[src/rtl/serial_add_ctrl.sv]
// serial_add_ctrl -- bit-serial adder controller.
//
// Adds two WIDTH-bit operands plus a carry-in one bit per clock. A single
// 1-bit full adder cell (add1_112) is reused for every bit position.
//
// Optional feature macro: OVERFLOW_FLAG_EN adds the signed-overflow output ovf.
//
// Ports:
//   clk       in   rising-edge clock
//   reset     in   synchronous, active-high reset
//   start     in   begin an addition (sampled only in IDLE)
//   a_in      in   [WIDTH-1:0] operand A (captured on the accepting edge)
//   b_in      in   [WIDTH-1:0] operand B (captured on the accepting edge)
//   cin       in   carry-in (captured on the accepting edge)
//   busy      out  high while the addition is in progress (RUN)
//   done      out  one-cycle pulse when sum/cout are freshly valid (DONE)
//   sum       out  [WIDTH-1:0] result of the last completed addition
//   cout      out  carry-out of the last completed addition
//   state_dbg out  [1:0] current FSM state, for checkers
//   ovf       out  signed overflow of the last addition (OVERFLOW_FLAG_EN only)
//
// Handshake: start is a level request with no ready; it is accepted on the
// first rising edge seen in IDLE and ignored in RUN and DONE (no queuing).
// done pulses exactly WIDTH edges after the accepting edge.

module add1_112 (
    input  logic a,
    input  logic b,
    input  logic ci,
    output logic s,
    output logic co
);
    assign s  = a ^ b ^ ci;
    assign co = (a & b) | (ci & (a ^ b));
endmodule

module serial_add_ctrl #(
    parameter int WIDTH = 8
) (
    input  logic             clk,
    input  logic             reset,
    input  logic             start,
    input  logic [WIDTH-1:0] a_in,
    input  logic [WIDTH-1:0] b_in,
    input  logic             cin,
    output logic             busy,
    output logic             done,
    output logic [WIDTH-1:0] sum,
    output logic             cout,
    output logic [1:0]       state_dbg
`ifdef OVERFLOW_FLAG_EN
    ,
    output logic             ovf
`endif
);

    typedef enum logic [1:0] {
        IDLE = 2'd0,
        RUN  = 2'd1,
        DONE = 2'd2
    } state_t;

    localparam int CW = (WIDTH > 2) ? $clog2(WIDTH) : 1;

    state_t           state_q, state_d;
    logic [WIDTH-1:0] a_q, a_d;
    logic [WIDTH-1:0] b_q, b_d;
    logic [WIDTH-1:0] psum_q, psum_d;
    logic [WIDTH-1:0] sum_q, sum_d;
    logic [CW-1:0]    cnt_q, cnt_d;
    logic             carry_q, carry_d;
    logic             cout_q, cout_d;
    logic             busy_q, busy_d;
    logic             done_q, done_d;
`ifdef OVERFLOW_FLAG_EN
    logic             ovf_q, ovf_d;
`endif

    logic cell_s;
    logic cell_co;

    add1_112 u_cell (
        .a  (a_q[0]),
        .b  (b_q[0]),
        .ci (carry_q),
        .s  (cell_s),
        .co (cell_co)
    );

    always_comb begin
        state_d = state_q;
        a_d     = a_q;
        b_d     = b_q;
        psum_d  = psum_q;
        sum_d   = sum_q;
        cnt_d   = cnt_q;
        carry_d = carry_q;
        cout_d  = cout_q;
        busy_d  = 1'b0;
        done_d  = 1'b0;
`ifdef OVERFLOW_FLAG_EN
        ovf_d   = ovf_q;
`endif
        case (state_q)
            IDLE: begin
                if (start) begin
                    a_d     = a_in;
                    b_d     = b_in;
                    carry_d = cin;
                    cnt_d   = '0;
                    psum_d  = '0;
                    busy_d  = 1'b1;
                    state_d = RUN;
                end
            end
            RUN: begin
                // Sum bits enter at the MSB, so after WIDTH shifts bit 0
                // of the result has reached the LSB position.
                psum_d  = {cell_s, psum_q[WIDTH-1:1]};
                a_d     = a_q >> 1;
                b_d     = b_q >> 1;
                carry_d = cell_co;
                cnt_d   = cnt_q + CW'(1);
                if (cnt_q == CW'(WIDTH - 1)) begin
                    sum_d   = {cell_s, psum_q[WIDTH-1:1]};
                    cout_d  = cell_co;
`ifdef OVERFLOW_FLAG_EN
                    // carry_q is the carry into the MSB, cell_co the carry out.
                    ovf_d   = carry_q ^ cell_co;
`endif
                    done_d  = 1'b1;
                    state_d = DONE;
                end else begin
                    busy_d  = 1'b1;
                end
            end
            DONE: begin
                state_d = IDLE;
            end
            default: begin
                state_d = IDLE;
            end
        endcase
    end

    always_ff @(posedge clk) begin
        if (reset) begin
            state_q <= IDLE;
            a_q     <= '0;
            b_q     <= '0;
            psum_q  <= '0;
            sum_q   <= '0;
            cnt_q   <= '0;
            carry_q <= 1'b0;
            cout_q  <= 1'b0;
            busy_q  <= 1'b0;
            done_q  <= 1'b0;
`ifdef OVERFLOW_FLAG_EN
            ovf_q   <= 1'b0;
`endif
        end else begin
            state_q <= state_d;
            a_q     <= a_d;
            b_q     <= b_d;
            psum_q  <= psum_d;
            sum_q   <= sum_d;
            cnt_q   <= cnt_d;
            carry_q <= carry_d;
            cout_q  <= cout_d;
            busy_q  <= busy_d;
            done_q  <= done_d;
`ifdef OVERFLOW_FLAG_EN
            ovf_q   <= ovf_d;
`endif
        end
    end

    assign busy      = busy_q;
    assign done      = done_q;
    assign sum       = sum_q;
    assign cout      = cout_q;
    assign state_dbg = state_q;
`ifdef OVERFLOW_FLAG_EN
    assign ovf       = ovf_q;
`endif

endmodule

[config.mk]
export PLATFORM = sky130hd
export DESIGN_NAME = serial_add_ctrl
export DESIGN_NICKNAME = d
export VERILOG_FILES = /design/src/rtl/serial_add_ctrl.sv
export SDC_FILE = /design/constraint.sdc
export NUM_CORES = 1
export LEC_CHECK = 0
export BUFFER_PORTS_ARGS = -buffer_cell sky130_fd_sc_hd__buf_2
export CAP_MARGIN = 20
export CORE_ASPECT_RATIO = 2
export CORE_MARGIN = 5
export CORE_UTILIZATION = 40
export CTS_CLUSTER_DIAMETER = 60
export DETAILED_ROUTE_END_ITERATION = 8
export SLEW_MARGIN = 40
export SYNTH_ARGS = -nofsm -noshare
export SYNTH_HDL_FRONTEND = slang
export SYNTH_SLANG_ARGS = --single-unit
[constraint.sdc]
create_clock -name clk -period 1.4 [get_ports clk]
set_clock_uncertainty 0.1 [all_clocks]
set_input_delay 0.14 -clock clk [delete_from_list [all_inputs] [get_ports clk]]
set_output_delay 0.14 -clock clk [all_outputs]
set_load 0.005 [all_outputs]
* Word level (Yosys, flattened, before mapping)
Cells that the tools add are included.
Operators by class: add/sub/neg operators 1, equality and inequality tests 4, multiplexer cells 17, bitwise logic cells 6, reduce and logical (&&, ||, !) cells 6
Operator list (number):
- $pmux 8 s2 | 3
- $mux 8 | 3
- $pmux 3 s2 | 1
- $reduce_and 2->1 | 3
- $mux 1 | 4
- $mux 2 | 2
- $ne 2x2->1 const B | 2
- $pmux 1 s2 | 2
- $pmux 2 s2 | 1
- $add 3x1->3 const B | 1
- $eq 3x3->1 const B | 1
- $mux 3 | 1
- $and 1x1->1 | 2
- $eq 2x1->1 const B | 1
- $logic_not 2->1 | 1
- $reduce_bool 2->1 | 1
- $reduce_or 2->1 | 1
- $xor 1x1->1 | 2
- $not 1->1 | 1
- $or 1x1->1 | 1
Word-level totals: register bits 41, output and inout port bits 13, logic and storage cells 44

* Longest topological paths before layout
word-level depth 4, gate-level depth with buffers 6

* Modules after synthesis
Synthesis repeated with hierarchy kept, for this count alone.
Unflattened totals: cells, all modules 167, area, all modules 1615.3 um2
By module, submodules not included:
- serial_add_ctrl | times used 1, cells an instance 166, area each 1595.3 um2
- add1_112 | times used 1, cells an instance 1, area each 20.0 um2

* Worst setup path before layout
OpenSTA, ideal clock, no wires.
path kind flip-flop to flip-flop, from reg cnt_q[0], to reg sum_q[0], in the netlist sum[0], setup time 74 ps, arrival 1134 ps, required time 1226 ps, path slack 92 ps, stages on the path, launching flop included 7, cells stage by stage dfxtp_1 -> ha_1 -> ha_1 -> nand3b_1 -> buf_2 -> nand2_1 -> a21oi_1
On the way: longest elaborated chain between the ends 2
Ends and longest elaborated chain:
- start, declared | line 70 | logic [CW-1:0] cnt_q, cnt_d;
- start signal, assigned | line 167 | cnt_q <= cnt_d;
- $eq 3x3->1 | line 124 | if (cnt_q == CW'(WIDTH - 1)) begin
- $reduce_and 2->1 (no line)
- end signal, assigned | line 166 | sum_q <= sum_d;
- end, declared | line 69 | logic [WIDTH-1:0] sum_q, sum_d;
No other way between the ends. A chain may end at the register's enable or synchronous reset.

* Worst setup path in the final report
Same ends and word-level chain as after synthesis.

==> results.toml <==
[run_status]
status = "finished clean"

[layout]
final_common_cell = "dfxtp_1"
area_growth_pct = 25.6
drive_above_1_share = 0.384
n_fill_cell = 378
fin_util = 0.511
nNetsFinal = 225
final_cell_mix = "dfxtp_1 (36), buf_2 (32), nor2_1 (28), mux2i_1 (17), a22oi_1 (9)"
diodes = 0
final_area_mm2 = 0.00209

[sta]
final_hold_viol_count = 0
rsz0062_at_grt = "yes"
slew_headroom = 0.664
worst_slew_pin_slew_ps = 503
slew_viol_final = 0
max_freq_ghz = 0.739
timing.final.setup_violations = 0
post-route-period-util = 0.967
fin_crit_ps = 1350

[global_route]
grt.overflow.total = 0
grt_max_degree = 30
grt_pass1_vias = 1332
grt_pass1_wl_um = 5800
antenna_found_initial = 0
grtUsageTotal = 0.129

[cts]
tritoncts = "done"
cts_buffers = 5
path_clk_slew_ps = 80
clock-sinks = 40
cts_buffer_depth = 2
h-tree-depth = 2
worstSkewPairLatency_ps = 290
root_buffer = "clkbuf_8"

[worst_hold_path]
hold_path.class = "input port to flop"
hold_depth = 3

[floorplanning]
coreArea_mm2 = 0.00409
die_w_um = 55.6
die_y_um = 101
die_area_mm2 = 0.00563
start_util = 0.407
top_level_ports = 33
rows = 33

[worst_setup_path]
criticalPathCategory = "flop to flop"
setup.worst_path.end_class = "flop"
crit_start = "cnt_q[0]"
start_kind = "flop"
reg2reg_depth = 6
required_ps = 1530
regToRegSetupSlack_ps = 50
crit_end = "sum[0]"
r2r_start = "cnt_q[0]"
arrival_ps = 1490
cp_max_fo = 6
reg2reg_to = "sum[0]"

[power_and_ir_drop]
ir_worst_vdd_v = 0.000854
powerDensity_mw_per_mm2 = 1160
leakagePower_uw = 0.000868

[synth]
synth-seq-area-share = 0.481
synth_top_family_by_area = "compound AO/OA/AOI/OAI gates"
async_reset_ff_frac = 0
ys_ff_latch = 40
ys.flop_type = "dfxtp_1"
synth-xor-area-share = 0
synth.avg_cell_area_um2 = 9.96
syn_inst = 167
ys_warn_count = 0
syn_area_mm2 = 0.00166
synth_compound_area_frac = 0.173
synth.area.mux_share = 0.102
ys_types = 24
synthAdderAreaFrac = 0.0271
yosys.area_share.simple = 0.159
synth-edff-count = 0
synth_nets = 190

[job]
cap_violations = 0

[routing]
post_drt_wl_per_cell_um = 13.9
dr_wl_met3_um = 174
route.met2.wl_um = 1960
vias = 1317
ant_nets = 0
topRoutingLayerUsed = "met4"
drt-initial-drc-count = 46
dr.pass1.iters = 4
via_per_inst = 5.16
wirelength_um = 3530
drt-met1-wl_um = 1340
drc_errors = 0

[placed_design]
place_area_mm2 = 0.00190
gp_congestion = 0.723
place_hpwl_um = 2470
port-buffer-count = 32
repair_timing:
action	in CTS	in global routing
hold buffers	0	0
resized for setup	3	20
gates cloned	0	1
buffers inserted	0	1
pin swaps	0	4
setup endpoints to repair	13	25
flip-flops by register name (all words and copies together) (netlist names):
signal     count
state_dbg      2
busy           1
psum_q         7
a_q            8
sum            8
b_q            8
carry_q        1
done           1
cnt_q          3
cout           1
final cells by class:
cell class | instances | area [um^2] | area share
Clock buffer | 6 | 72.6 | 0.0347
Clock inverter | 2 | 35.0 | 0.0168
Multi-Input combinational cell | 113 | 828 | 0.396
Sequential cell | 40 | 806 | 0.385
Tap cell | 52 | 65.1 | 0.0311
Timing Repair Buffer | 42 | 284 | 0.136
synth_stat cells (all sizes together), types with 4 or more instances:
cell type	n	area, um^2
nor2	28	105
a22oi	9	67.6
a211oi	15	153
clkbuf	6	23.8
mux2i	17	170
a21oi	10	50.1
nand3	8	40.0
nand2	8	30.0
nor3	4	30.0
nand2b	4	25.0
buf	9	72.6
dfxtp	40	801
report_power, final:
part / internal (uW) / switching, uW / leakage (uW) / total [uW]
clock network: 529 / 391 / 0.0000552 / 920
registers: 1190 / 30.9 / 0.000329 / 1220
logic: 137 / 146 / 0.000484 / 283
total: 1860 / 567 / 0.000868 / 2420
worst min path at each step:
stage / start / slack [ps] / end
global placement: b_in[7] / 340 / b_q[7]
detailed placement: b_in[7] / 340 / b_q[7]
finish: b_in[7] / 40 / b_q[7]
global route: reset / 100 / psum_q[5]
floorplan: a_in[7] / 230 / a_q[7]
CTS: b_in[7] / 30 / b_q[7]
per-stage QoR:
step / hold WS (ps) / setup slack [ps] / instances / TNS (ps) / power [uW]
after floorplan: 232 / 92.0 / 167 / 0 / 1440
after global placement: 336 / 3.17 / 245 / 0 / 1510
after detailed placement: 336 / -84.4 / 245 / -586 / 1510
after CTS: 32.3 / -9.04 / 253 / -9.04 / 2430
after global routing: 96.8 / -18.8 / 255 / -49.6 / 2530
final: 39.1 / 45.9 / 255 / 0 / 2420
logic make-up after synthesis:
family	count (synthesis)
compound gates	36
fa+ha+maj	3
buf+inv	15
flops	40
mux	17
simple gates	56
metal layers:
metal,GRT usage,vias to the layer above
li1,-,655
met1,0.125,630
met2,0.252,26
met3,0.0370,6
met4,0.0506,0
met5,0,-
worst max-delay path, cell delays in order, from the launching register on:
cell and delay [ps]:
dfxtp_2 320, ha_2 190, ha_4 160, nand3b_1 170, buf_6 160, nand2_1 70
a21oi_2 130
Power figures use the tool's default switching activity.
